$ cat src/rtl/ccg_response_compactor_if.sv
// ----------------------------------------------------------------------------
// Module   : ccg_response_compactor_if
// Purpose  : Vector sink and run-control/result bundle for the response compactor.
// Revision : 1.0  initial release
// ----------------------------------------------------------------------------
`default_nettype none

interface ccg_response_compactor_if #(
  parameter int unsigned IN_W  = 22,
  parameter int unsigned SIG_W = 32,
  parameter int unsigned CNT_W = 17
);
  logic             start;
  logic [CNT_W-1:0] num_vec;
  logic             in_valid;
  logic             in_ready;
  logic [IN_W-1:0]  in_data;
  logic             busy;
  logic             done;
  logic [SIG_W-1:0] signature;
  logic [CNT_W-1:0] vec_count;

  // Master is the pattern source / test controller side.
  modport master (
    output start, num_vec, in_valid, in_data,
    input  in_ready, busy, done, signature, vec_count
  );

  modport slave (
    input  start, num_vec, in_valid, in_data,
    output in_ready, busy, done, signature, vec_count
  );
endinterface

`default_nettype wire

$ cat src/rtl/ccg_response_compactor.sv
// ----------------------------------------------------------------------------
// Module   : ccg_response_compactor
// Purpose  : Folds a fixed number of circuit output vectors into a MISR signature.
// Revision : 1.0  initial release
// ----------------------------------------------------------------------------
`default_nettype none

module ccg_response_compactor #(
  parameter int unsigned          IN_W  = 22,
  parameter int unsigned          SIG_W = 32,
  parameter logic [SIG_W-1:0]     POLY  = SIG_W'(32'h04C11DB7),
  parameter logic [SIG_W-1:0]     SEED  = SIG_W'(32'hFFFFFFFF),
  parameter int unsigned          CNT_W = 17
) (
  input  wire                      clk,
  input  wire                      rst_n,
  ccg_response_compactor_if.slave  bus
);

  localparam logic [1:0] ST_IDLE = 2'd0;
  localparam logic [1:0] ST_RUN  = 2'd1;
  localparam logic [1:0] ST_DONE = 2'd2;

  logic [1:0]       state_q, state_d;
  logic [SIG_W-1:0] sig_q,   sig_d;
  logic [CNT_W-1:0] cnt_q,   cnt_d;
  logic [CNT_W-1:0] num_q,   num_d;

  logic             accept;
  logic [CNT_W-1:0] cnt_inc;
  logic [SIG_W-1:0] sig_next;

  // in_ready comes from the state register only, so accept never loops back.
  assign accept   = bus.in_valid && (state_q == ST_RUN);
  assign cnt_inc  = cnt_q + CNT_W'(1);
  assign sig_next = {sig_q[SIG_W-2:0], 1'b0}
                  ^ (sig_q[SIG_W-1] ? POLY : '0)
                  ^ SIG_W'(bus.in_data);

  always_comb begin
    state_d = state_q;
    sig_d   = sig_q;
    cnt_d   = cnt_q;
    num_d   = num_q;
    case (state_q)
      ST_IDLE, ST_DONE: begin
        if (bus.start) begin
          sig_d   = SEED;
          cnt_d   = '0;
          num_d   = bus.num_vec;
          state_d = (bus.num_vec == '0) ? ST_DONE : ST_RUN;
        end
      end
      ST_RUN: begin
        if (accept) begin
          sig_d = sig_next;
          cnt_d = cnt_inc;
          if (cnt_inc == num_q) begin
            state_d = ST_DONE;
          end
        end
      end
      default: state_d = ST_IDLE;
    endcase
  end

  always_ff @(posedge clk or negedge rst_n) begin
    if (!rst_n) begin
      state_q <= ST_IDLE;
      sig_q   <= '0;
      cnt_q   <= '0;
      num_q   <= '0;
    end else begin
      state_q <= state_d;
      sig_q   <= sig_d;
      cnt_q   <= cnt_d;
      num_q   <= num_d;
    end
  end

  assign bus.in_ready  = (state_q == ST_RUN);
  assign bus.busy      = (state_q == ST_RUN);
  assign bus.done      = (state_q == ST_DONE);
  assign bus.signature = sig_q;
  assign bus.vec_count = cnt_q;

endmodule

`default_nettype wire

$ cat src/flat_wrapper.sv
// flat-port wrapper written by rule: the top's interface ports become plain ports
module ccg_response_compactor_flat 
#(
  parameter int unsigned          IN_W  = 22,
  parameter int unsigned          SIG_W = 32,
  parameter logic [SIG_W-1:0]     POLY  = SIG_W'(32'h04C11DB7),
  parameter logic [SIG_W-1:0]     SEED  = SIG_W'(32'hFFFFFFFF),
  parameter int unsigned          CNT_W = 17
)
  (clk, rst_n, bus_start, bus_num_vec, bus_in_valid, bus_in_data, bus_in_ready, bus_busy, bus_done, bus_signature, bus_vec_count);
  ccg_response_compactor_if #(.IN_W(IN_W), .SIG_W(SIG_W), .CNT_W(CNT_W)) bus_i ();
  input  wire clk;
  input  wire rst_n;
  input wire logic [$bits(bus_i.start)-1:0] bus_start;
  input wire logic [$bits(bus_i.num_vec)-1:0] bus_num_vec;
  input wire logic [$bits(bus_i.in_valid)-1:0] bus_in_valid;
  input wire logic [$bits(bus_i.in_data)-1:0] bus_in_data;
  output wire logic [$bits(bus_i.in_ready)-1:0] bus_in_ready;
  output wire logic [$bits(bus_i.busy)-1:0] bus_busy;
  output wire logic [$bits(bus_i.done)-1:0] bus_done;
  output wire logic [$bits(bus_i.signature)-1:0] bus_signature;
  output wire logic [$bits(bus_i.vec_count)-1:0] bus_vec_count;
  assign bus_i.start = bus_start;
  assign bus_i.num_vec = bus_num_vec;
  assign bus_i.in_valid = bus_in_valid;
  assign bus_i.in_data = bus_in_data;
  assign bus_in_ready = bus_i.in_ready;
  assign bus_busy = bus_i.busy;
  assign bus_done = bus_i.done;
  assign bus_signature = bus_i.signature;
  assign bus_vec_count = bus_i.vec_count;
  ccg_response_compactor #(.IN_W(IN_W), .SIG_W(SIG_W), .POLY(POLY), .SEED(SEED), .CNT_W(CNT_W)) u_core (.clk(clk), .rst_n(rst_n), .bus(bus_i));
endmodule
$ cat config.mk
export PLATFORM = sky130hd
export DESIGN_NAME = ccg_response_compactor_flat
export DESIGN_NICKNAME = d
export VERILOG_FILES = /design/src/rtl/ccg_response_compactor_if.sv /design/src/rtl/ccg_response_compactor.sv /design/src/flat_wrapper.sv
export SDC_FILE = /design/constraint.sdc
export NUM_CORES = 1
export LEC_CHECK = 0
export CAP_MARGIN = 15
export CORE_UTILIZATION = 49
export DETAILED_ROUTE_END_ITERATION = 16
export PLACE_DENSITY_LB_ADDON = 0.12
export SYNTH_ARGS = -nofsm -noshare
export SYNTH_HDL_FRONTEND = slang
export SYNTH_SLANG_ARGS = --single-unit
$ cat constraint.sdc
create_clock -name clk -period 2.7 [get_ports clk]
set_clock_uncertainty 0.15 [all_clocks]
set_input_delay 0.54 -clock clk [delete_from_list [all_inputs] [get_ports clk]]
set_output_delay 0.54 -clock clk [all_outputs]
set_load 0.01 [all_outputs]
# Yosys cells after proc, flatten, opt, wreduce, memory -nomap -nowiden
# Index checks and enable logic that the tools add are counted.
[word_totals]
regBits = 68
word_cells = 33
[classes]
n_eq_ne = 6
add_sub_neg = 1
n_reduce_logical = 8
bitwise_logic = 2
n_mux = 12
[op_table]
columns = ["cell", "n"]
rows = [
  ["two-way mux 32 bit", 2],
  ["case mux 32 bit (2 select lines)", 1],
  ["two-way mux 17 bit", 2],
  ["case mux 17 bit (2 select lines)", 1],
  ["bitwise XOR 32 x 22 -> 32 bit", 1],
  ["bitwise XOR 32 bit", 1],
  ["two-way mux 27 bit", 1],
  ["adder 17 x 1 -> 17 bit (second input constant)", 1],
  ["== test 17 bit", 1],
  ["zero test 17 bit", 1],
  ["two-way mux 2 bit", 4],
  ["AND reduction 3 bit", 2],
  ["!= test 2 x 1 -> 1 bit (second input constant)", 2],
  ["case mux 2 bit (2 select lines)", 1],
  ["== test 2 x 1 -> 1 bit (second input constant)", 1],
  ["== test 2 bit (second input constant)", 1],
  ["zero test 2 bit", 1],
  ["!= test 2 bit (second input constant)", 1],
  ["AND reduction 2 bit", 1],
  ["nonzero test 2 bit", 1],
  ["OR reduction 2 bit", 1],
  ["logical AND 1 bit", 1],
]

# Depth between registers and ports, before layout
[logic_depth]
ltp_word = 5
ltp_mapped = 8

# Worst setup path before layout
# OpenSTA, ideal clock, no wires.
[synth_path]
kind = "register to register"
from = "register u_core.cnt_q[0], in the netlist u_core.bus.vec_count[0]"
to = "register u_core.state_q[0]"
arrival_time_ns = 2.001
n_path_buf = 0
required_ns = 2.412
stages_incl_launch_ff = 8
path_slack_ns = 0.412
period_less_slack_ns = 2.288
cell_sequence = "dfrtp_1 > ha_1 > nand3_1 > nor4_2 > xnor2_1 > nand2_1 > a2111oi_2 > a21oi_1"
[synth_via]
elab_chain_cells = 4
[synth_rtl]
columns = ["element", "line", "source"]
rows = [
  ["start, declared", "ccg_response_compactor.sv:26", "logic [CNT_W-1:0] cnt_q, cnt_d;"],
  ["start signal, assigned", "ccg_response_compactor.sv:76", "cnt_q <= cnt_d;"],
  ["adder 17 x 1 -> 17 bit", "ccg_response_compactor.sv:35", "assign cnt_inc = cnt_q + CNT_W'(1);"],
  ["== test 17 bit", "ccg_response_compactor.sv:58", "if (cnt_inc == num_q) begin"],
  ["!= test 2 x 1 -> 1 bit (no line)", "--", ""],
  ["AND reduction 3 bit (no line)", "--", ""],
  ["end signal, assigned", "ccg_response_compactor.sv:74", "state_q <= state_d;"],
  ["end, declared", "ccg_response_compactor.sv:24", "logic [1:0] state_q, state_d;"],
]
# No other way between the ends.
# A chain may end at the register's enable or synchronous reset.

# Worst setup path after layout
# Ends and elaborated chain as after synthesis.

==> summary.md <==
| Metric | Value |
|---|---|
| LEAKAGE | `1.99 nW` |
| Setup WS pre-CTS | `70.9 ps` |
| Post-synth cell types | `41` |
| Gr usage total | `0.254` |
| DPL Wire Length | `6370 um` |
| FILL cells | `621` |
| Reg-to-reg critical path startpoint | `u_core.bus.vec_count[0]$_DFFE_PN0P_` |
| Starting density of the core | `0.507` |
| Number of nets in the layout | `543` |
| Final period util | `0.921` |
| Outcome | `completed` |
| Die width | `88.9 um` |
| Clock power frac | `0.202` |
| TritonCTS Buffers | `9` |
| Int Power | `0.00281 W` |
| Critical path class | `reg2reg` |
| Worst Hold Slack | `66.9 ps` |
| Hold_buf cts | `0` |
| Clock transition at the registers of the reported paths | `80 ps` |
| Switching Fraction | `0.349` |
| Via count | `3273` |
| Clock root buffer | `clkbuf_8` |
| Worst R2R Path Depth | `7` |
| YS warnings | `0` |
| Hold Path Class | `in2async` |
| Initial DRC count | `148` |
| Post-synth EDFFs | `0` |
| Crit path arrival time | `2550 ps` |
| First-pass GRT wire length | `15100 um` |
| Setup violators final | `0` |
| Max Slew Vio Count | `0` |
| Depth of the CTS H-tree | `3` |
| Top-count cell post-synth | `nand2_1` |
| Synth top area share | `0.460` |
| Syn Std Cell Area | `0.00370 mm2` |
| Routability Congestion | `0.834` |
| DR WL/cell | `15.5 um` |
| Reg2reg end | `u_core.state_q[0]$_DFFE_PN0P_` |
| Worst Path Max Fanout | `8` |
| Drt total wl | `9330 um` |
| Most instantiated cells after synthesis | `nand2_1, dfrtp_1, xnor2_1` |
| Placed cell count | `587` |
| Diodes inserted | `0` |
| Rows | `31` |
| Ys async rst share | `1.00` |
| Sequential fraction of design power | `0.396` |
| Syn Nets | `458` |
| Final Util | `0.675` |
| Number of cells in the finished layout apart from fillers | `603` |
| Setup slack after layout | `214 ps` |
| CP Launch Point | `u_core.bus.vec_count[0]$_DFFE_PN0P_` |
| TritonRoute pass-1 iters | `4` |
| Leading area contributor after synthesis | `dfrtp_1` |
| Min Tclk post-route | `2490 ps` |
| Layout cells sized above 1 | `0.0675` |
| Area contributors post-synth | `dfrtp_1, xnor2_1, nand2_1, nor3_1, xor2_1` |
| Clock sinks | `68` |
| Top Ports | `95` |
| Vias in the first global route | `3029` |
| Routed Antenna Nets | `0` |
| Post-CTS Resized | `0` |
| Setup TNS | `0 ps` |
| Die H | `88.9 um` |
| Top FF cell, synth | `dfrtp_1` |
| Actual slew at the worst max-slew pin | `920 ps` |
| Die area | `0.00790 mm2` |
| Worst Setup End Kind | `register` |
| Slew HR | `0.384` |
| CTS tree | `done` |
| Longest Clk Path Bufs | `2` |
| Core area | `0.00729 mm2` |
| Sequential area share after synthesis | `0.460` |
| Buffers on Ports | `94` |
| Syn-to-layout area delta | `33.1%` |
| RSZ-0062 raised after global routing | `false` |
| Post-Synthesis Cells | `414` |
| P per Cell Area | `878 mW/mm2` |
| Gr ovfl total | `0` |
| Worst skew pair latency | `340 ps` |
| Largest net degree at the start of global routing | `65` |
| Crit path launch type | `register` |
| Synthesized flop and latch total | `68` |
| Max VDD drop | `526 uV` |
| Switch Pwr | `0.00151 W` |
| F_max | `402 MHz` |
| Maxcap violations | `0` |
| Final hold vios | `0` |
| Post-CTS Setup Inserts | `0` |
| Via/cell ratio | `5.43` |
| # DRC | `0` |
| Syn_area_per_cell | `8.93 um2` |
| Antenna violations before repair | `0` |
| Setup slack, reg-to-reg | `210 ps` |
| Crit path to | `u_core.state_q[0]$_DFFE_PN0P_` |
| Worst path required time | `2770 ps` |
| Gate power share | `0.402` |
power groups by stage:
stage | logic (W) | clock network (W) | registers [W]
after detailed placement | 0.00174 | 0 | 0.00172
after global placement | 0.00171 | 0 | 0.00171
final | 0.00174 | 0.000875 | 0.00171
after floorplan | 0.000936 | 0 | 0.00175
after global routing | 0.00192 | 0.000929 | 0.00177
after CTS | 0.00175 | 0.000884 | 0.00171
worst max-delay path, stage by stage, from the launching register on:
cell,delay [ps]
dfrtp_1,500
ha_2,310
nand3_1,280
nor4_2,500
xnor2_1,170
nand3_1,140
nor3_1,210
a21oi_1,90
state kept, by name, indices dropped and copies added, names as in the netlist:
register and count:
u_core.bus.signature 32, u_core.bus.vec_count 17, u_core.num_q 17, u_core.state_q 2
metrics by stage:
stage,instance area (um2),total power (W)
floorplan,3700,0.00269
global placement,4710,0.00342
detailed placement,4710,0.00346
CTS,4910,0.00435
global route,4920,0.00462
finish,4920,0.00432
cell usage in the layout (no fill, tap or decap), types with 3 or more instances in the layout:
cell type         n
xnor2_1          41
nand4_1           8
nand2_1          78
o21ai_0          27
nand4b_1          3
nor3_1           30
o21ai_1           5
buf_4             9
and3_1            6
a21oi_1          29
dfrtp_1          68
nand3_1           8
nor2b_1           3
nor2_1           18
nor4_1            6
clkbuf_8         11
o31ai_1           8
clkdlybuf4s50_1  93
xor2_1           17
per-layer routing:
metal	wire [um]	global-route usage	up-vias
li1	-	-	1604
met1	4100	0.344	1548
met2	4420	0.399	105
met3	663	0.0662	16
met4	144	0.0792	0
met5	0	0	-
cell families (layout without fill, tap and decap cells):
| group | after synthesis | in the layout | share of synthesized area |
|---|---|---|---|
| xor gates and xnor gates | 58 | 58 | 0.137 |
| muxes | 1 | 1 | 0.00271 |
| AOI/OAI and AO/OA | 81 | 81 | 0.127 |
| adders and majority gates | 1 | 1 | 0.00338 |
| buffers and inverters | 32 | 122 | 0.0416 |
| and+or+nand+nor | 173 | 173 | 0.228 |
| DFF | 68 | 68 | 0.460 |
final cells by class:
cell class	count	area, um2	share of cell area
Inverter	2	7.51	0.00153
Clock inverter	4	47.5	0.00966
Clock buffer	12	155	0.0315
Sequential cell	68	1700	0.346
Multi-Input combinational cell	314	1860	0.378
Timing Repair Buffer	104	1020	0.208
Tap cell	99	124	0.0252
worst min path at each step:
stage | from | to | cells past startpoint
after floorplan | rst_n | u_core.bus.signature[0]$_DFFE_PN0P_ | 0
after global placement | u_core.bus.signature[23]$_DFFE_PN0P_ | u_core.bus.signature[24]$_DFFE_PN0P_ | 2
after detailed placement | u_core.bus.signature[29]$_DFFE_PN0P_ | u_core.bus.signature[30]$_DFFE_PN0P_ | 2
after CTS | rst_n | u_core.bus.vec_count[6]$_DFFE_PN0P_ | 1
after global routing | rst_n | u_core.bus.vec_count[6]$_DFFE_PN0P_ | 1
final | rst_n | u_core.bus.vec_count[6]$_DFFE_PN0P_ | 1
Power figures use the tool's default switching activity.
